==> src/rtl/seg7_scan_driver_if.sv <==
// rtl/seg7_scan_driver_if.sv - datapath-side and pin-side signal bundle for the 7-segment scan driver
interface seg7_scan_driver_if #(
  parameter int NUM_DIGITS = 4
);
  logic                    load;
  logic [4*NUM_DIGITS-1:0] value;
  logic [NUM_DIGITS-1:0]   dp_in;
  logic                    blank_lz;
  logic                    enable;
  logic [6:0]              seg;
  logic                    dp;
  logic [NUM_DIGITS-1:0]   an;
  logic                    frame_done;

  modport master (
    output load, value, dp_in, blank_lz, enable,
    input  seg, dp, an, frame_done
  );

  modport slave (
    input  load, value, dp_in, blank_lz, enable,
    output seg, dp, an, frame_done
  );
endinterface

==> src/rtl/seg7_scan_driver.sv <==
// rtl/seg7_scan_driver.sv - multiplexed multi-digit hex 7-segment driver with double buffering
module seg7_scan_driver #(
  parameter int NUM_DIGITS  = 4,
  parameter int CLK_DIV     = 50000,
  parameter int SEG_ACT_LOW = 1,
  parameter int AN_ACT_LOW  = 1
) (
  input logic                clk,
  input logic                reset,
  seg7_scan_driver_if.slave  bus
);
  localparam int CNT_W = (CLK_DIV > 2) ? $clog2(CLK_DIV) : 1;
  localparam int IDX_W = (NUM_DIGITS > 1) ? $clog2(NUM_DIGITS) : 1;
  localparam int VAL_W = 4 * NUM_DIGITS;

  localparam logic [CNT_W-1:0] CNT_MAX = CNT_W'(CLK_DIV - 1);
  localparam logic [IDX_W-1:0] IDX_MAX = IDX_W'(NUM_DIGITS - 1);

  // Pin levels meaning "off"; lit levels are these XOR'ed with an active-high pattern.
  localparam logic [6:0]            SEG_OFF = (SEG_ACT_LOW != 0) ? 7'h7F : 7'h00;
  localparam logic                  DP_OFF  = (SEG_ACT_LOW != 0);
  localparam logic [NUM_DIGITS-1:0] AN_OFF  = (AN_ACT_LOW != 0) ? {NUM_DIGITS{1'b1}} : {NUM_DIGITS{1'b0}};

  logic [CNT_W-1:0]      cnt;
  logic [IDX_W-1:0]      idx;
  logic [VAL_W-1:0]      pend_value;
  logic [NUM_DIGITS-1:0] pend_dp;
  logic [VAL_W-1:0]      act_value;
  logic [NUM_DIGITS-1:0] act_dp;

  logic [6:0]            seg_q;
  logic                  dp_q;
  logic [NUM_DIGITS-1:0] an_q;
  logic                  frame_done_q;

  logic                  slot_end;
  logic                  wrap;
  logic [3:0]            cur_nib;
  logic                  cur_dp;
  logic                  cur_blank;
  logic [NUM_DIGITS-1:0] blank_mask;
  logic [NUM_DIGITS-1:0] an_hot;
  logic                  upper_zero;

  function automatic logic [6:0] decode(input logic [3:0] nib);
    logic [6:0] s;
    case (nib)
      4'h0: s = 7'b0111111;
      4'h1: s = 7'b0000110;
      4'h2: s = 7'b1011011;
      4'h3: s = 7'b1001111;
      4'h4: s = 7'b1100110;
      4'h5: s = 7'b1101101;
      4'h6: s = 7'b1111101;
      4'h7: s = 7'b0000111;
      4'h8: s = 7'b1111111;
      4'h9: s = 7'b1101111;
      4'hA: s = 7'b1110111;
      4'hB: s = 7'b1111100;
      4'hC: s = 7'b0111001;
      4'hD: s = 7'b1011110;
      4'hE: s = 7'b1111001;
      default: s = 7'b1110001;
    endcase
    return s;
  endfunction

  // Slot/frame boundaries, current digit lookup and leading-zero mask.
  always_comb begin
    slot_end   = bus.enable && (cnt == CNT_MAX);
    wrap       = slot_end && (idx == IDX_MAX);
    cur_nib    = act_value[idx*4 +: 4];
    cur_dp     = act_dp[idx];
    an_hot     = NUM_DIGITS'(1) << idx;
    upper_zero = 1'b1;
    blank_mask = '0;
    for (int i = NUM_DIGITS - 1; i >= 0; i--) begin
      upper_zero    = upper_zero && (act_value[4*i +: 4] == 4'h0);
      blank_mask[i] = bus.blank_lz && upper_zero && (i != 0);
    end
    cur_blank  = blank_mask[idx];
  end

  // Refresh prescaler and digit index; frozen while disabled.
  always_ff @(posedge clk) begin
    if (reset) begin
      cnt <= '0;
      idx <= '0;
    end else if (bus.enable) begin
      if (cnt == CNT_MAX) begin
        cnt <= '0;
        idx <= (idx == IDX_MAX) ? '0 : idx + 1'b1;
      end else begin
        cnt <= cnt + 1'b1;
      end
    end
  end

  // Double buffer: loads land in pending, frame wrap copies to active (a load on the wrap cycle goes straight through).
  always_ff @(posedge clk) begin
    if (reset) begin
      pend_value <= '0;
      pend_dp    <= '0;
      act_value  <= '0;
      act_dp     <= '0;
    end else begin
      if (bus.load) begin
        pend_value <= bus.value;
        pend_dp    <= bus.dp_in;
      end
      if (wrap) begin
        act_value <= bus.load ? bus.value : pend_value;
        act_dp    <= bus.load ? bus.dp_in : pend_dp;
      end
    end
  end

  // Registered pin drive; cnt==0 is a dark guard slot so the previous digit's segments never ghost onto the next anode.
  always_ff @(posedge clk) begin
    if (reset) begin
      seg_q        <= SEG_OFF;
      dp_q         <= DP_OFF;
      an_q         <= AN_OFF;
      frame_done_q <= 1'b0;
    end else begin
      frame_done_q <= wrap;
      if (!bus.enable || cnt == '0) begin
        seg_q <= SEG_OFF;
        dp_q  <= DP_OFF;
        an_q  <= AN_OFF;
      end else begin
        seg_q <= cur_blank ? SEG_OFF : (decode(cur_nib) ^ SEG_OFF);
        dp_q  <= cur_dp ^ DP_OFF;
        an_q  <= an_hot ^ AN_OFF;
      end
    end
  end

  assign bus.seg        = seg_q;
  assign bus.dp         = dp_q;
  assign bus.an         = an_q;
  assign bus.frame_done = frame_done_q;
endmodule
==> src/flat_wrapper.sv <==
// flat-port wrapper written by rule: the top's interface ports become plain ports
module seg7_scan_driver_flat 
#(
  parameter int NUM_DIGITS  = 4,
  parameter int CLK_DIV     = 50000,
  parameter int SEG_ACT_LOW = 1,
  parameter int AN_ACT_LOW  = 1
)
  (clk, reset, bus_load, bus_value, bus_dp_in, bus_blank_lz, bus_enable, bus_seg, bus_dp, bus_an, bus_frame_done);
  seg7_scan_driver_if #(.NUM_DIGITS(NUM_DIGITS)) bus_i ();
  input logic clk;
  input logic reset;
  input wire logic [$bits(bus_i.load)-1:0] bus_load;
  input wire logic [$bits(bus_i.value)-1:0] bus_value;
  input wire logic [$bits(bus_i.dp_in)-1:0] bus_dp_in;
  input wire logic [$bits(bus_i.blank_lz)-1:0] bus_blank_lz;
  input wire logic [$bits(bus_i.enable)-1:0] bus_enable;
  output wire logic [$bits(bus_i.seg)-1:0] bus_seg;
  output wire logic [$bits(bus_i.dp)-1:0] bus_dp;
  output wire logic [$bits(bus_i.an)-1:0] bus_an;
  output wire logic [$bits(bus_i.frame_done)-1:0] bus_frame_done;
  assign bus_i.load = bus_load;
  assign bus_i.value = bus_value;
  assign bus_i.dp_in = bus_dp_in;
  assign bus_i.blank_lz = bus_blank_lz;
  assign bus_i.enable = bus_enable;
  assign bus_seg = bus_i.seg;
  assign bus_dp = bus_i.dp;
  assign bus_an = bus_i.an;
  assign bus_frame_done = bus_i.frame_done;
  seg7_scan_driver #(.NUM_DIGITS(NUM_DIGITS), .CLK_DIV(CLK_DIV), .SEG_ACT_LOW(SEG_ACT_LOW), .AN_ACT_LOW(AN_ACT_LOW)) u_core (.clk(clk), .reset(reset), .bus(bus_i));
endmodule
==> config.mk <==
export PLATFORM = sky130hd
export DESIGN_NAME = seg7_scan_driver_flat
export DESIGN_NICKNAME = d
export VERILOG_FILES = /design/src/rtl/seg7_scan_driver_if.sv /design/src/rtl/seg7_scan_driver.sv /design/src/flat_wrapper.sv
export SDC_FILE = /design/constraint.sdc
export NUM_CORES = 1
export LEC_CHECK = 0
export ABC_AREA = 1
export BUFFER_PORTS_ARGS = -buffer_cell sky130_fd_sc_hd__buf_2
export CAP_MARGIN = 20
export CELL_PAD_IN_SITES_DETAIL_PLACEMENT = 2
export CELL_PAD_IN_SITES_GLOBAL_PLACEMENT = 2
export CORE_MARGIN = 5
export CORE_UTILIZATION = 33
export CTS_BUF_LIST = sky130_fd_sc_hd__clkbuf_8
export CTS_CLUSTER_DIAMETER = 200
export DETAILED_ROUTE_END_ITERATION = 12
export PLACE_DENSITY_LB_ADDON = 0.1
export SYNTH_ARGS = -nofsm -noshare
export SYNTH_HDL_FRONTEND = slang
export SYNTH_SLANG_ARGS = --single-unit
==> constraint.sdc <==
create_clock -name clk -period 2.2 [get_ports clk]
set_input_delay 0.33 -clock clk [delete_from_list [all_inputs] [get_ports clk]]
set_output_delay 0.33 -clock clk [all_outputs]
set_load 0.02 [all_outputs]
# Yosys cells after proc, flatten, opt, wreduce, memory -nomap -nowiden
# Memories as Yosys holds them, arrays and structs flattened.
# Cells that the tools add are included.
[word_totals]
ff_bits = 71
latch_bits = 0
ram_bits = 0
rom_bits = 112
input_bits = 25
out_inout_bits = 13
wordCells = 47
mem_count = 1
[classes]
n_addsub = 2
mul = 0
div_mod_pow = 0
magnitude_cmp = 1
eq_ne = 2
n_shift = 2
n_mux = 10
n_bitwise = 3
n_reduce_logical = 16
[memory_table]
columns = ["name", "depth", "word_bits", "read_ports", "rd_clocked_by_memory_dff", "write_ports", "line_no", "source"]
rows = [
  ["(name not given)", 16, 7, 1, 0, 0, "seg7_scan_driver.sv:47", "case (nib)"],
]
[op_table]
columns = ["operator", "n"]
rows = [
  ["2-to-1 mux 16 bit", 2],
  ["adder 16 x 1 -> 16 bit, second input constant", 1],
  ["equality test 16 bit, second input constant", 1],
  ["zero test 16 bit", 1],
  ["variable part select 16 x 5 -> 4 bit", 1],
  ["2-to-1 mux 7 bit", 2],
  ["zero test 4 bit", 3],
  ["logical AND 1 bit", 7],
  ["inverter 7 bit", 1],
  ["binary-select mux 1 bit (select 2 bit)", 2],
  ["2-to-1 mux 4 bit", 1],
  ["inverter 4 bit", 1],
  ["left shift 1 x 2 -> 4 bit, first input constant", 1],
  ["< comparator 2 x 3 -> 1 bit, second input constant", 1],
  ["OR reduction 3 bit", 1],
  ["adder 2 x 1 -> 2 bit, second input constant", 1],
  ["equality test 2 bit, second input constant", 1],
  ["2-to-1 mux 1 bit", 2],
  ["2-to-1 mux 2 bit", 1],
  ["AND reduction 2 bit", 1],
  ["OR reduction 2 bit", 1],
  ["zero test 1 bit", 1],
  ["logical OR 1 bit", 1],
  ["inverter 1 bit", 1],
]

# Longest topological paths before layout
# Gate-level depths: netlist (run 1).
[logic_depth]
depth_word = 7
mapped_depth = 11
mapped_depth_nobuf = 10

# Worst setup path after synthesis (run 1)
# No wires, ideal clock.
[synth_path]
path_kind = "reg-to-reg"
from = "register u_core.idx[0]"
to = "register u_core.seg_q[3] (netlist: u_core.bus.seg[3])"
setup_ns = 0.138
arrival_time_ns = 1.441
t_required_ns = 2.062
path_slack_ns = 0.621
stages_incl_launch_ff = 12
synth_period_minus_slack_ns = 1.579
cell_sequence = "dfxtp_1 > buf_4 > buf_2 > nand2_1 > nand3_1 > nand2_1 > inv_1 > ha_1 > nand3_1 > nand2_1 > nand2_1 > nand3_1"
[synth_between]
elab_chain_cells = 5
word_cells_on_any_way = 8
cone_classes = "1 x shift; 4 x mux; 1 x bitwise; 1 x reduce/logical; 1 x memory"
[synth_rtl]
columns = ["element", "line_no", "source"]
rows = [
  ["from (decl)", "seg7_scan_driver.sv:25", "logic [IDX_W-1:0] idx;"],
  ["from (signal assigned)", "seg7_scan_driver.sv:92", "idx <= (idx == IDX_MAX) ? '0 : idx + 1'b1;"],
  ["variable part select 16 x 5 -> 4 bit", "seg7_scan_driver.sv:72", "cur_nib = act_value[idx*4 +: 4];"],
  ["memory read (16 x 7 bit)", "-", ""],
  ["2-to-1 mux 7 bit", "seg7_scan_driver.sv:127", "if (!bus.enable || cnt == '0) begin"],
  ["2-to-1 mux 7 bit", "seg7_scan_driver.sv:120", "if (reset) begin"],
  ["inverter 7 bit (no source line)", "-", ""],
  ["to (signal assigned)", "seg7_scan_driver.sv:132", "seg_q <= cur_blank ? SEG_OFF : (decode(cur_nib) ^ SEG_OFF);"],
  ["to (decl)", "seg7_scan_driver.sv:31", "logic [6:0] seg_q;"],
]
# Several ways; a longest one is shown, not always the timed one. The select of a mux whose other input is x is not followed.
# A chain may end at the register's enable or synchronous reset.

# Worst setup path after layout (run 1)
[layout_path]
from = "register u_core.idx[1]"
to = "register u_core.seg_q[3] (netlist: u_core.bus.seg[3])"
# Same word-level chain as after synthesis.

==> flow_summary.toml, run 1 <==
[synth]
yosys_most_used_dff = "dfxtp_1"
yosys_warnings = 0
synth_edf_count = 0
ys_top_cells_by_count = "nand2_1 (160), nor2_1 (85), inv_1 (82)"
yosys.cell_count.top_type = "nand2_1"
netlist_area_um2 = 3590
syn_avg_cell_area_um2 = 6.46
synth.top_cell.area_share_pct = 39.6
synth_top_area_cell = "dfxtp_1"
synth_fp_nets = 592
syn_inst = 555
yosys-top-cells-area = "dfxtp_1 (40%), nand2_1 (17%), nor2_1 (8.9%)"
ys_ff_latch = 71
synth-seq-area-share_pct = 39.6
ys_async_sr_fraction_pct = 0
synth_cell_types = 26

[sta]
slew_violations = 0
timing.final.ws_setup_ns = 0.315
fin_crit_ns = 1.89
fmax_mhz = 530
tightest_slew_ns = 0.587
slew_headroom_pct = 60.9
setup_viol = 0
finalSetupTns_ns = 0
post-route-period-util_pct = 85.7
grt_setup_unrepaired = "no"
hold_violations = 0
fin_skew_ns = 0.00592

[route]
avgRoutedWirePerCell_um = 14.4
routed_wl_um = 10500
first_iter_violations = 73
vias = 3485
drc_errors = 0
dr.pass1.iters = 4
viasPerCell = 4.76
antenna_left = 0

[placement]
dpl_cell_area_um2 = 3880
place_hpwl_um = 7950
portBuffers = 37
pre_cts_ws_ns = 0.330
gp_congestion = 0.809

[cts]
clk_pin_slew_ns = 0.07
cts_buffer_depth = 2
cts-root-buf = "clkbuf_8"
cts-resized-gates = 0
ctsHoldBuffers = 0
clock_latency_ns = 0.36
clock_sinks = 71
numCtsBuffers = 9
cts_tree = "built"
htreeDepth = 3
post_cts_buffers = 0

[finish]
layout-drive-gt1-share_pct = 10.8
nFillCells = 1375
antennaDiodeCount = 0
nNetsFinal = 625
area_delta_synth_final_pct = 12.9
fin_area_um2 = 4050

[setup_path]
cp.arrival_ns = 2.10
cp-start-kind = "flip-flop"
required_ns = 2.42
crit_path_end_kind = "flip-flop"
crit_type = "reg2reg"
path_max_fanout = 12

[global_routing]
grt_pass1_vias = 3753
grt_overflow = 0
grt_pass1_wl_um = 18300
track_usage_pct = 17.6
grt_max_degree = 41
antenna_found_initial = 0

[floorplan]
die_y_um = 114
io_pins = 38
die_area_um2 = 13100
start_util_pct = 33.4
rows = 38
core_um2 = 10700
die_w_um = 114

[power]
power_mw = 2.42
power_density_nw_per_um2 = 598
p_leak_nw = 1.95
vdd.ir_drop.worst_v = 0.000284

[job]
max-cap-violations = 0

[status]
outcome = "completed"

[worst_hold_path]
hp-class = "in2reg"
cell usage in the layout (no fill, tap or decap):
master	instances
a21o_1	1
a21oi_1	11
buf_2	37
buf_4	7
clkbuf_8	10
clkinv_2	1
clkinvlp_4	2
dfxtp_1	71
ha_1	12
inv_1	84
inv_2	4
nand2_1	160
nand3_1	37
nand3_2	1
nand3b_1	1
nand4_1	25
nor2_1	85
nor2_2	1
nor2_4	1
nor3_1	10
nor4_1	1
o211ai_1	1
o21ai_0	25
o21ai_1	1
o21bai_1	2
xor2_1	1
final cells by class:
class	instances	area, um2	share of cell area (%)
Clock buffer	10	138	3.40
Clock inverter	5	27.5	0.680
Inverter	86	323	7.97
Multi-Input combinational cell	376	1730	42.6
Sequential cell	71	1420	35.1
Tap cell	140	175	4.33
Timing Repair Buffer	44	238	5.87
registers in the layout (all words and copies together) (netlist names):
name	count
u_core.bus.dp	1
u_core.act_value	16
u_core.bus.seg	7
u_core.act_dp	4
u_core.idx	2
u_core.bus.an	4
u_core.bus.frame_done	1
u_core.pend_value	16
u_core.cnt	16
u_core.pend_dp	4
cell families after synthesis:
group / Yosys count / share of synthesized area (%)
buffers and inverters: 108 / 12.2
AND/OR/NAND/NOR: 322 / 37.7
flip-flops: 71 / 39.6
AO/OA/AOI/OAI: 41 / 6.00
XOR/XNOR: 1 / 0.244
adder cells (fa/ha/maj): 12 / 4.19
critical path: stages, from the launching register on:
cell and delay, ns:
dfxtp_1 0.59, inv_2 0.20, nand3_1 0.13, nand2_1 0.15, ha_1 0.28, inv_1 0.13, nand2_1 0.09, nand3_1 0.10
nand3_1 0.07
metrics by stage:
stage	utilization, %	std cells	hold slack, ns
floorplan	-	555	0.468
global placement	36.1	717	0.491
detailed placement	36.1	717	0.508
CTS	37.7	732	0.314
global route	37.7	732	0.344
finish	37.7	732	0.337
worst paths after layout:
kind	from	end	slack [ns]	cells after the start
setup / recovery	u_core.idx[1]	u_core.bus.seg[3]	0.31	8
hold / removal	bus_dp_in[1]	u_core.pend_dp[1]	0.34	5
setup reg to reg	u_core.idx[1]	u_core.bus.seg[3]	0.31	8
hold reg to reg	u_core.pend_value[8]	u_core.pend_value[8]	0.52	2
routing by layer:
layer / up-vias / GRT usage (%) / part of all wire, %
met3: 12 / 2.80 / 2.5
met1: 1650 / 21.4 / 47
met5: - / 0 / 0
met4: 0 / 6.81 / 1.5
li1: 1786 / - / -
met2: 37 / 31.0 / 49
power breakdown:
| group | total [mW] | internal [mW] | switching, mW | leakage (nW) |
|---|---|---|---|---|
| Clock | 0.929 | 0.424 | 0.506 | 0.0868 |
| Sequential | 1.33 | 1.32 | 0.0113 | 0.579 |
| Combinational | 0.160 | 0.0548 | 0.105 | 1.29 |
No activity file was read; power rests on OpenSTA's default activity.
==> run 2: changes to the inputs <==
--- a/config.mk
+++ b/config.mk
@@ -10,7 +10,6 @@
 export CAP_MARGIN = 20
 export CELL_PAD_IN_SITES_DETAIL_PLACEMENT = 2
 export CELL_PAD_IN_SITES_GLOBAL_PLACEMENT = 2
-export CORE_MARGIN = 5
 export CORE_UTILIZATION = 33
 export CTS_BUF_LIST = sky130_fd_sc_hd__clkbuf_8
 export CTS_CLUSTER_DIAMETER = 200
==> flow_summary.toml, run 2 (same netlist as run 1, synthesis figures left out) <==
[status]
outcome = "completed"

[sta]
slew_headroom_pct = 61.8
fin_crit_ns = 1.93
fmax_mhz = 519
tightest_slew_ns = 0.573
hold_violations = 0
setup_viol = 0
grt_setup_unrepaired = "no"
post-route-period-util_pct = 87.6
fin_skew_ns = 0.0110
finalSetupTns_ns = 0
slew_violations = 0

[placement]
gp_congestion = 0.753
portBuffers = 37
place_hpwl_um = 7620

[worst_hold_path]
holdPathStages = 2
hp-class = "in2reg"
hold_end = "u_core.bus.frame_done"
min_from = "reset"

[setup_path]
cp.arrival_ns = 2.15
worstRegToRegCells = 8
critical_path.most_common_cell = "nand3_1"
crit_buf_inv = 2
reg2reg_to = "u_core.bus.seg[3]"
critPathTopFamily = "flip-flops"
max_stage_delay_ns = 0.62
worstPathCellList = "inv_2 > nand3_1 > nand2_1 > ha_1 > inv_1 > nand2_1 > nand3_1 > nand3_1"
reg2reg_from = "u_core.idx[1]"
crit_type = "reg2reg"
path_max_fanout = 12
cp-start-kind = "flip-flop"
cpMaxStageDelayCell = "dfxtp_1"
required_ns = 2.42
r2r_slack_ns = 0.27
crit_path_end_kind = "flip-flop"

[finish]
layout_commonest_cell = "nand2_1"
layout-drive-gt1-share_pct = 11.4
area_delta_synth_final_pct = 13.8
nFillCells = 1351
antennaDiodeCount = 0
final_util_pct = 39.2
final_cell_mix = "nand2_1 (160), nor2_1 (85), inv_1 (82)"
nNetsFinal = 626
final-seq-area_um2 = 1420
multi_input_area_um2 = 1730
reg_top3 = "u_core.act_value: 16 flops, u_core.cnt: 16 flops, u_core.pend_value: 16 flops"

[global_routing]
grt_pass1_wl_um = 17300
antenna_found_initial = 0
grt_overflow = 0
track_usage_pct = 19.4
grt_max_degree = 41
grt_pass1_vias = 3607

[cts]
cts_tree = "built"
cts_buffer_depth = 2
htreeDepth = 3
post_cts_buffers = 0
ctsHoldBuffers = 0
cts-root-buf = "clkbuf_8"
cts-resized-gates = 0
clk_pin_slew_ns = 0.08
clock_latency_ns = 0.36
clock_sinks = 71
numCtsBuffers = 9

[floorplan]
rows = 37
die_area_um2 = 11300
die_y_um = 106
die_w_um = 106
core_um2 = 10400
io_pins = 38
start_util_pct = 34.4

[power]
vdd.ir_drop.worst_v = 0.000254
power_mw = 2.57
p_leak_nw = 1.97
power_density_nw_per_um2 = 630

[route]
routed_wl_um = 10200
viasPerCell = 4.78
drc_errors = 0
dr.pass1.iters = 4
avgRoutedWirePerCell_um = 13.9
vias = 3488
first_iter_violations = 63
antenna_left = 0

[job]
max-cap-violations = 0
==> run 2: cell count changes in the layout (fill, tap and decap cells not counted) <==
cell / delta
bufinv_16: +1
clkinv_2: +2
buf_4: +1
clkbuf_8: -1
inv_1: -2
inv_6: +1
clkinv_4: +2
clkinvlp_4: -2
==> run 2: cell type report <==
cell class | count | share of cell area [%]
Multi-Input combinational cell | 376 | 42.3
Sequential cell | 71 | 34.8
Inverter | 86 | 7.91
Timing Repair Buffer | 45 | 6.01
Tap cell | 136 | 4.17
Clock buffer | 9 | 3.03
Clock inverter | 7 | 1.75
==> run 2: worst max path at each step <==
stage	start	end	cells past startpoint
after global routing	u_core.idx[1]	u_core.bus.seg[5]	9
after detailed placement	u_core.idx[1]	u_core.bus.seg[3]	8
after global placement	u_core.idx[1]	u_core.bus.seg[3]	8
after CTS	u_core.idx[1]	u_core.bus.seg[3]	8
final	u_core.idx[1]	u_core.bus.seg[3]	8
after floorplan	u_core.idx[0]	u_core.bus.seg[3]	11
==> run 2: metal layers <==
layer / global-route usage (%) / wire length, um / part of all wire, % / vias up
li1: - / - / - / 1790
met1: 23.2 / 4760 / 47 / 1649
met2: 34.6 / 5000 / 49 / 38
met3: 4.41 / 272 / 2.7 / 11
met4: 5.36 / 129 / 1.3 / 0
met5: 0 / 0 / 0 / -
==> run 2: metrics by stage <==
step	cells	worst slack (ns)	hold WS [ns]	cell area [um2]
2_1_floorplan	555	0.621	0.468	3590
3_3_place_gp	714	0.341	0.487	3890
3_5_place_dp	714	0.267	0.508	3890
4_1_cts	730	0.260	0.262	4080
5_1_grt	730	0.0211	0.262	4080
6_report	730	0.273	0.266	4080
==> run 2: power breakdown <==
| part | internal [mW] | switching (mW) |
|---|---|---|
| sequential | 1.32 | 0.0115 |
| combinational | 0.0559 | 0.105 |
| clock | 0.526 | 0.554 |
==> run 3: changes to the inputs <==
--- a/config.mk
+++ b/config.mk
@@ -10,6 +10,7 @@
 export CAP_MARGIN = 20
 export CELL_PAD_IN_SITES_DETAIL_PLACEMENT = 2
 export CELL_PAD_IN_SITES_GLOBAL_PLACEMENT = 2
+export CORE_ASPECT_RATIO = 1.4
 export CORE_UTILIZATION = 33
 export CTS_BUF_LIST = sky130_fd_sc_hd__clkbuf_8
 export CTS_CLUSTER_DIAMETER = 200
==> flow_summary.toml, run 3 (same netlist as run 1, synthesis figures left out) <==
[status]
outcome = "completed"

[floorplan]
start_util_pct = 34.3
io_pins = 38
core_um2 = 10500
die_area_um2 = 11300
rows = 44
die_y_um = 125
die_w_um = 90.1

[setup_path]
startpoint = "u_core.idx[0]"
crit_path_end_kind = "flip-flop"
cp.arrival_ns = 2.18
cp-start-kind = "flip-flop"
path_max_fanout = 10
required_ns = 2.42
reg2reg_from = "u_core.idx[0]"
crit_type = "reg2reg"

[global_routing]
grt_pass1_wl_um = 18800
grt_max_degree = 41
antenna_found_initial = 0
track_usage_pct = 21.0
grt_pass1_vias = 3987
grt_overflow = 0

[finish]
antennaDiodeCount = 0
final_cell_mix = "nand2_1 (160), nor2_1 (85), inv_1 (82)"
nNetsFinal = 628
fin_area_um2 = 4120
final_util_pct = 39.4
layout_commonest_cell = "nand2_1"
layout-drive-gt1-share_pct = 11.7
area_delta_synth_final_pct = 15.0
final_cells = 734
reg_top3 = "u_core.act_value: 16 flops, u_core.cnt: 16 flops, u_core.pend_value: 16 flops"

[cts]
post_cts_buffers = 0
cts_tree = "built"
ctsHoldBuffers = 0
cts-root-buf = "clkbuf_8"
clock_sinks = 71
cts_buffer_depth = 2
clock_latency_ns = 0.36
htreeDepth = 3
clk_pin_slew_ns = 0.08
numCtsBuffers = 9
cts-resized-gates = 0

[route]
viasPerCell = 4.82
drc_errors = 0
first_iter_violations = 71
avgRoutedWirePerCell_um = 15.0
vias = 3540
routed_wl_um = 11000
antenna_left = 0
dr.pass1.iters = 4

[placement]
dpl_cell_area_um2 = 3900
post-place-cells = 718
portBuffers = 37
place_hpwl_um = 8660
gp_congestion = 0.802

[sta]
fin_skew_ns = 0.00651
slew_violations = 0
post-route-period-util_pct = 89.3
fin_crit_ns = 1.96
finalSetupTns_ns = 0
setup_viol = 0
fmax_mhz = 509
slew_headroom_pct = 54.1
hold_violations = 0
tightest_slew_ns = 0.689
grt_setup_unrepaired = "no"

[job]
max-cap-violations = 0

[worst_hold_path]
min_from = "reset"
hp-class = "in2reg"

[power]
power_density_nw_per_um2 = 650
vdd.ir_drop.worst_v = 0.000288
p_leak_nw = 1.98
power_mw = 2.68
## run 3: report_power, final
part | total [mW] | internal, mW | switching, mW
Sequential | 1.33 | 1.32 | 0.0118
Clock | 1.18 | 0.640 | 0.545
Combinational | 0.165 | 0.0550 | 0.110
## run 3: worst max-delay path: stages, from the launching register on
cell,delay (ns)
dfxtp_1,0.49
inv_2,0.18
nand2_1,0.10
nand3_1,0.13
nand2_1,0.23
inv_1,0.12
ha_1,0.22
nand3_1,0.15
nand2_1,0.07
nand2_1,0.06
nand3_1,0.08
## run 3: per-stage QoR
step           hold WS, ns  worst slack [ns]
2_1_floorplan        0.468             0.621
3_3_place_gp         0.495             0.300
3_5_place_dp         0.509             0.226
4_1_cts              0.312             0.217
5_1_grt              0.334            0.0641
6_report             0.329             0.236
## run 3: cell type report
cell class | instances | area, um2
inverter | 86 | 323
clock inverter | 7 | 96.3
multi-input combinational | 376 | 1730
timing repair buffer | 47 | 260
tap | 138 | 173
clock buffer | 9 | 124
fill | 1344 | 6340
sequential | 71 | 1420
## run 3: final timing paths
check / endpoint / slack (ns) / cells after the start
max: u_core.bus.seg[3] / 0.24 / 10
min: u_core.pend_value[6] / 0.33 / 2
max reg2reg: u_core.bus.seg[3] / 0.24 / 10
min reg2reg: u_core.pend_value[9] / 0.52 / 2
## run 3: metal layers
metal | track usage (%) | wire length [um] | vias to the layer above
li1 | - | - | 1786
met1 | 21.6 | 4350 | 1701
met2 | 40.9 | 6110 | 34
met3 | 3.53 | 214 | 19
met4 | 9.49 | 312 | 0
met5 | 0 | 0 | -
